==> src/rtl/video_console_writer_pkg.sv <==
// Shared video definitions: console character codes and writer state encodings.
package video_console_writer_pkg;

   localparam logic [7:0] CH_BS  = 8'h08;
   localparam logic [7:0] CH_LF  = 8'h0A;
   localparam logic [7:0] CH_FF  = 8'h0C;
   localparam logic [7:0] CH_CR  = 8'h0D;
   localparam logic [7:0] CH_SP  = 8'h20;
   localparam logic [7:0] CH_DEL = 8'h7F;

   typedef enum logic [1:0] {
      ST_IDLE       = 2'd0,
      ST_CLR_LINE   = 2'd1,
      ST_CLR_SCREEN = 2'd2
   } wr_state_e;

   // Everything from space upward is drawn, including the upper half; only DEL is not.
   function automatic logic is_printable(input logic [7:0] c);
      return (c >= CH_SP) && (c != CH_DEL);
   endfunction

endpackage

==> src/rtl/video_console_writer.sv <==
// Character console writer: turns a character stream into console-memory writes,
// tracking the cursor and blanking lines/screen as needed.
//
// state         | meaning
// ST_IDLE       | waiting for a character
// ST_CLR_LINE   | blanking the row the cursor just moved to
// ST_CLR_SCREEN | blanking the whole console, cursor homed
module video_console_writer #(
   parameter int                TW    = 80,
   parameter int                TH    = 2,
   parameter int                CMAW  = 8,
   parameter int                CMDW  = 8,
   parameter logic [CMDW-1:0]   BLANK = CMDW'(8'h20)
) (
   input  logic                    clk,
   input  logic                    rst,
   input  logic                    clk_en,
   input  logic                    in_valid,
   output logic                    in_ready,
   input  logic [7:0]              in_dat,
   input  logic                    clr,
   output logic                    busy,
   output logic [$clog2(TW)-1:0]   cur_col,
   output logic [$clog2(TH)-1:0]   cur_row,
   output logic                    con_we,
   output logic [CMAW-1:0]         con_adr_w,
   output logic [CMDW-1:0]         con_dat_w
);
   import video_console_writer_pkg::*;

   localparam int CW = $clog2(TW);
   localparam int RW = $clog2(TH);
   localparam logic [CW-1:0]   COL_LAST  = CW'(TW - 1);
   localparam logic [RW-1:0]   ROW_LAST  = RW'(TH - 1);
   localparam logic [CMAW-1:0] ROW_STEP  = CMAW'(TW);
   localparam logic [CMAW-1:0] LINE_SPAN = CMAW'(TW - 1);
   localparam logic [CMAW-1:0] SCR_LAST  = CMAW'(TW * TH - 1);

   wr_state_e       state_q, state_d;
   logic [CW-1:0]   col_q, col_d;
   logic [RW-1:0]   row_q, row_d;
   logic [CMAW-1:0] base_q, base_d;
   logic [CMAW-1:0] clr_adr_q, clr_adr_d;
   logic            we_q, we_d;
   logic [CMAW-1:0] adr_q, adr_d;
   logic [CMDW-1:0] dat_q, dat_d;

   logic [RW-1:0]   row_nxt;
   logic [CMAW-1:0] base_nxt;

   assign in_ready  = (state_q == ST_IDLE) && !clr;
   assign busy      = (state_q != ST_IDLE);
   assign cur_col   = col_q;
   assign cur_row   = row_q;
   assign con_we    = we_q;
   assign con_adr_w = adr_q;
   assign con_dat_w = dat_q;

   // Row base tracks row*TW incrementally so the address needs only an adder.
   always_comb begin
      row_nxt  = row_q + 1'b1;
      base_nxt = base_q + ROW_STEP;
      if (row_q == ROW_LAST) begin
         row_nxt  = '0;
         base_nxt = '0;
      end
   end

   always_comb begin
      state_d   = state_q;
      col_d     = col_q;
      row_d     = row_q;
      base_d    = base_q;
      clr_adr_d = clr_adr_q;
      we_d      = 1'b0;
      adr_d     = adr_q;
      dat_d     = dat_q;

      if (clr) begin
         state_d   = ST_CLR_SCREEN;
         clr_adr_d = '0;
         col_d     = '0;
         row_d     = '0;
         base_d    = '0;
      end else begin
         case (state_q)
            ST_IDLE: begin
               if (in_valid) begin
                  if (is_printable(in_dat)) begin
                     we_d  = 1'b1;
                     adr_d = base_q + CMAW'(col_q);
                     dat_d = CMDW'(in_dat);
                     if (col_q == COL_LAST) begin
                        col_d     = '0;
                        row_d     = row_nxt;
                        base_d    = base_nxt;
                        clr_adr_d = base_nxt;
                        state_d   = ST_CLR_LINE;
                     end else begin
                        col_d = col_q + 1'b1;
                     end
                  end else begin
                     case (in_dat)
                        CH_LF: begin
                           col_d     = '0;
                           row_d     = row_nxt;
                           base_d    = base_nxt;
                           clr_adr_d = base_nxt;
                           state_d   = ST_CLR_LINE;
                        end
                        CH_CR: col_d = '0;
                        CH_BS: if (col_q != '0) col_d = col_q - 1'b1;
                        CH_FF: begin
                           col_d     = '0;
                           row_d     = '0;
                           base_d    = '0;
                           clr_adr_d = '0;
                           state_d   = ST_CLR_SCREEN;
                        end
                        default: ;
                     endcase
                  end
               end
            end
            ST_CLR_LINE: begin
               we_d  = 1'b1;
               adr_d = clr_adr_q;
               dat_d = BLANK;
               if (clr_adr_q == base_q + LINE_SPAN) state_d = ST_IDLE;
               else clr_adr_d = clr_adr_q + 1'b1;
            end
            ST_CLR_SCREEN: begin
               we_d  = 1'b1;
               adr_d = clr_adr_q;
               dat_d = BLANK;
               if (clr_adr_q == SCR_LAST) begin
                  state_d = ST_IDLE;
                  col_d   = '0;
                  row_d   = '0;
                  base_d  = '0;
               end else begin
                  clr_adr_d = clr_adr_q + 1'b1;
               end
            end
            default: state_d = ST_CLR_SCREEN;
         endcase
      end
   end

   always_ff @(posedge clk or posedge rst) begin
      if (rst) begin
         state_q   <= ST_CLR_SCREEN;
         col_q     <= '0;
         row_q     <= '0;
         base_q    <= '0;
         clr_adr_q <= '0;
         we_q      <= 1'b0;
         adr_q     <= '0;
         dat_q     <= '0;
      end else if (clk_en) begin
         state_q   <= state_d;
         col_q     <= col_d;
         row_q     <= row_d;
         base_q    <= base_d;
         clr_adr_q <= clr_adr_d;
         we_q      <= we_d;
         adr_q     <= adr_d;
         dat_q     <= dat_d;
      end
   end

endmodule

==> config.mk <==
export PLATFORM = sky130hd
export DESIGN_NAME = video_console_writer
export DESIGN_NICKNAME = d
export VERILOG_FILES = /design/src/rtl/video_console_writer_pkg.sv /design/src/rtl/video_console_writer.sv
export SDC_FILE = /design/constraint.sdc
export NUM_CORES = 1
export LEC_CHECK = 0
export ABC_AREA = 1
export CAP_MARGIN = 10
export CORE_ASPECT_RATIO = 1.4
export CORE_MARGIN = 2
export CORE_UTILIZATION = 55
export CTS_BUF_LIST = sky130_fd_sc_hd__clkbuf_8
export DETAILED_ROUTE_END_ITERATION = 12
export PLACE_DENSITY = 0.79
export SLEW_MARGIN = 40
export SYNTH_ARGS = -nofsm -noshare
export SYNTH_HDL_FRONTEND = slang
export SYNTH_SLANG_ARGS = --single-unit
==> constraint.sdc <==
create_clock -name clk -period 4 [get_ports clk]
set_clock_uncertainty 0.05 [all_clocks]
set_input_delay 0.6 -clock clk [delete_from_list [all_inputs] [get_ports clk]]
set_output_delay 0.6 -clock clk [all_outputs]
set_load 0.03 [all_outputs]
After elaboration in Yosys (flattened, before gate mapping)
Index checks and enable logic that the tools add are counted.
- add/sub/neg operators: 7
- equality and inequality tests: 21
- reductions and logical operators: 16
- $lt $le $gt $ge: 1
- muxes and demuxes: 46
- bitwise operators: 1
- operator list (kind ; number):
    $mux 8 ; 13
    $pmux 8 s2 ; 4
    $mux 7 ; 6
    $eq 8x4->1 const B ; 4
    $pmux 7 s2 ; 2
    $pmux 8 s3 ; 1
    $reduce_and 6->1 ; 3
    $add 8x7->8 const B ; 2
    $ne 3x3->1 const B ; 5
    $mux 2 ; 6
    $mux 1 ; 9
    $add 8x1->8 const B ; 1
    $add 8x7->8 ; 1
    $eq 8x8->1 ; 1
    $eq 8x8->1 const B ; 1
    $ge 8x6->1 const B ; 1
    $ne 8x7->1 const B ; 1
    $add 7x1->7 const B ; 1
    $eq 7x7->1 const B ; 1
    $reduce_and 7->1 ; 1
    $reduce_bool 7->1 ; 1
    $sub 7x1->7 const B ; 1
    $pmux 1 s2 ; 3
    $pmux 2 s3 ; 1
    other kinds (20) ; 22
- input bits: 13
- word-level logic and storage cells: 100
- bits in registers: 43

Depth between registers and ports, before layout
- depth in word-level cells: 7
- depth in mapped cells: 15

Worst setup path before layout
OpenSTA, ideal clock, no wires.
- kind: reg2reg
- start: register state_q[1]
- end: register base_q[7]
- buffers on the path: 1
- period minus slack after synthesis: 2.187 ns
- required time: 3.876 ns
- cell stages (with the launch flop): 13
- setup slack: 1.813 ns
- arrival: 2.063 ns
- cell sequence: dfstp_2 inv_1 ha_1 inv_1 nor2_2 a21oi_1 nand2_2 nor2_4 inv_2 nor2_8 buf_6 nand3_2 o21ai_2
- word-level cells in the longest chain between the ends: 3
- elaborated cells on any way between the ends: 10
- classes of those cells: eq/ne (5); mux (2); reduce/logical (3)
- ends and longest elaborated chain (what ; line ; text):
    start: declaration ; video_console_writer.sv:39 ; wr_state_e state_q, state_d;
    start signal: assignment ; video_console_writer.sv:161 ; state_q <= state_d;
    $eq 2x2->1 or $logic_not 2->1 (tied branches) ; video_console_writer.sv:86 ; case (state_q)
    $ne 3x3->1 (no line) (tied with other cells) ; -- ;
    $reduce_and 6->1 (no line) or $mux 8 (tied branches) ; -- ;
    end signal: assignment ; video_console_writer.sv:164 ; base_q <= base_d;
    end: declaration ; video_console_writer.sv:42 ; logic [CMAW-1:0] base_q, base_d;
Parallel ways exist; a longest one is shown, timed or not.
A chain may end at the register's enable or synchronous reset.

Worst setup path after layout
- start: input clr
- end: output in_ready
- word-level cells in the longest chain between the ends: 2
- ends and longest elaborated chain (what ; line ; text):
    start: declaration ; video_console_writer.sv:21 ; input logic clr,
    $logic_not 1->1 ; video_console_writer.sv:51 ; assign in_ready = (state_q == ST_IDLE) && !clr;
    $logic_and 1x1->1 ; video_console_writer.sv:51 ;
    end: declaration ; video_console_writer.sv:19 ; output logic in_ready,
No other way between the ends.

==> results.md <==
- Run status: complete, no violations
- YS warnings: 0
- CP arrival: 2.33 ns
- Final hold vios: 0
- Worst reg2reg path endpoint: con_adr_w[5]$_DFFE_PP0P_
- Grt total ovfl: 0
- CP startpoint kind: primary input
- Seq/Total Area, Yosys: 0.3369
- # H-tree levels: 2
- Area Overhead vs Synth: 17.02%
- Antenna diodes: 0
- DRC viols: 0
- Max cap viols: 0
- Worst setup path startpoint: clr
- Die W: 68.45 um
- Slew headroom: 0.6201
- Gpl congestion: 0.9126
- Clock slew at reported path FFs: 0.09 ns
- Tmin final: 2.978 ns
- Postcts setup bufs: 0
- Sinks on Clock Net: 43
- Gr usage total: 0.2626
- ANT nets after route: 0
- EDFF count, synth: 0
- PD cells: 679.0 mW/mm^2
- Die height: 94.23 um
- Routed len/inst: 13.87 um
- Reg area: 0.001077 mm^2
- Yosys top cell by area: dfrtp_1
- Initial antenna violation count: 0
- Cell Rows: 32
- Post-synth top flop: dfrtp_1
- Reg2Reg Setup Slack: 1.73 ns
- Synthesized area: 0.003198 mm^2
- CP endpoint: in_ready
- Root Buffer: clkbuf_8
- Hpwl dp: 5855 um
- Endpoints failing setup: 0
- Share of cells above drive strength 1: 0.08506
- Final slew viol count: 0
- # nets final: 512
- Crit Path Max Fanout: 14
- Transition time of the tightest slew-check pin: 0.5698 ns
- Ys async rst share: 1.000
- IO Pins: 40
- RR Startpoint: state_q[1]$_DFFE_PP1P_
- WHS Path Cells: 2
- CP Capture Type: output pin
- Starting Density: 0.5746
- FF-to-FF path depth: 10
- Post-Syn Nets: 474
- Synthesized netlist cell count: 443
- Post-CTS Resized: 0
- Max VDD drop: 0.0005139 V
- Area of the core: 0.005565 mm^2
- Hold Path Class: register to register
- Final period utilization: 0.7446
- Vias: 3038
- Area of the multi-input gates: 0.001861 mm^2
- Clk buf depth: 2
- CTS tree: done
- Hold buffers post-CTS: 0
- CTS Buf Count: 5
- F_max: 335.8 MHz
- Unrepaired setup endpoints after global routing: no
- Drt initial violations: 184
- Lkg Pwr: 1.790 nW
- Port buffer count: 39
- Post-Route Utilization: 0.6724
- Post-synth top area share: 0.3286
- Synth area leaders: dfrtp_1, nand2_1, nand3_1, ha_1, inv_1
- Vias in the first global route: 2983
- Most common cell after layout, fill and taps aside: nand2_1
- Clock Latency Late Sink: 0.30 ns
- Fillers: 508
- Commonest non-fill, non-tap cells in the layout: nand2_1, inv_1, nand3_1, dfrtp_1, clkdlybuf4s50_1
- Die Area: 0.006449 mm^2
- Number of iterations in the first detailed-routing pass: 4
- Flop and latch count out of synthesis: 43
- Final wirelength: 7630 um
- Avg Cell Area, Syn: 7.219 um^2
- Setup TNS: 0 ns
- First-pass GRT wire length: 12930 um
- Cell variety after synth: 38
- WP data required: 3.35 ns
- Via density: 5.524
- Largest net degree at the start of global routing: 44
- Worst Setup Path Type: primary input to output pin
## synth_stat cells, types with 2 or more instances
cell and n:
nand3_2 3, nand4_1 3, xnor2_1 5, inv_2 6, inv_1 48, dfrtp_1 42
nand3_1 44, nor2_1 27, nand2_2 3, nor2_2 6, nor3_1 9, nand2_4 2
o21ai_2 2, ha_1 17, o31ai_1 6, nor2_8 2, o21ai_0 24, o211ai_1 2
a21oi_1 32, clkbuf_1 5, xor2_1 12, nand2_1 115, a22oi_1 2, buf_2 4
o21ai_1 9
## logic make-up after synthesis
logic type,synth area share
AOI/OAI and AO/OA,0.1397
xor gates and xnor gates,0.04656
adders and majority gates,0.07277
buffers and inverters,0.08138
DFF,0.3369
and+or+nand+nor,0.3228
## worst min path at each step
| stage | start | to | slack, ns |
|---|---|---|---|
| finish | con_adr_w[0]$_DFFE_PP0P_ | con_adr_w[0]$_DFFE_PP0P_ | 0.44 |
| global route | con_dat_w[7]$_DFFE_PP0P_ | con_dat_w[7]$_DFFE_PP0P_ | 0.47 |
| CTS | con_adr_w[6]$_DFFE_PP0P_ | con_adr_w[6]$_DFFE_PP0P_ | 0.44 |
| detailed placement | con_adr_w[6]$_DFFE_PP0P_ | con_adr_w[6]$_DFFE_PP0P_ | 0.42 |
| global placement | con_adr_w[6]$_DFFE_PP0P_ | con_adr_w[6]$_DFFE_PP0P_ | 0.42 |
| floorplan | state_q[1]$_DFFE_PP1P_ | state_q[1]$_DFFE_PP1P_ | 0.41 |
## per-stage QoR
step | hold slack (ns) | cells | setup slack (ns) | area, um^2 | power, mW
floorplan | 0.4106 | 443 | 1.813 | 3198 | 1.788
global placement | 0.4153 | 542 | 1.059 | 3638 | 2.198
detailed placement | 0.4187 | 542 | 1.048 | 3638 | 2.227
CTS | 0.4408 | 550 | 1.029 | 3742 | 2.550
global route | 0.4698 | 550 | 0.9219 | 3742 | 2.764
finish | 0.4371 | 550 | 1.022 | 3742 | 2.541
## worst max-delay path: stages
cell and delay, ns:
clkdlybuf4s50_1 0.66, nor2_2 0.34, clkdlybuf4s50_1 0.72
## registers in the layout, summed over array words and instances (netlist names)
register / cells
state_q: 2
clr_adr_q: 8
cur_row: 1
base_q: 8
cur_col: 7
con_dat_w: 8
con_adr_w: 8
con_we: 1
## metal layers
layer	routed length (um)	up-vias	global-route usage
met5	0	-	0
met4	347	0	0.1450
met3	236	30	0.02758
met2	3816	86	0.4287
met1	3229	1389	0.3290
li1	-	1533	-
## final cells by class
type | count | area share
clock inverter | 1 | 0.002006
inverter | 54 | 0.05416
timing repair buffer | 42 | 0.1103
multi-input combinational | 335 | 0.4972
tap | 68 | 0.02273
clock buffer | 7 | 0.02574
sequential | 43 | 0.2879
## where the power goes
group / internal, mW / switching, mW / total, mW
Combinational: 0.549 / 0.935 / 1.48
Clock: 0.157 / 0.157 / 0.315
Sequential: 0.580 / 0.163 / 0.742
(Power assumes the default switching activity.)
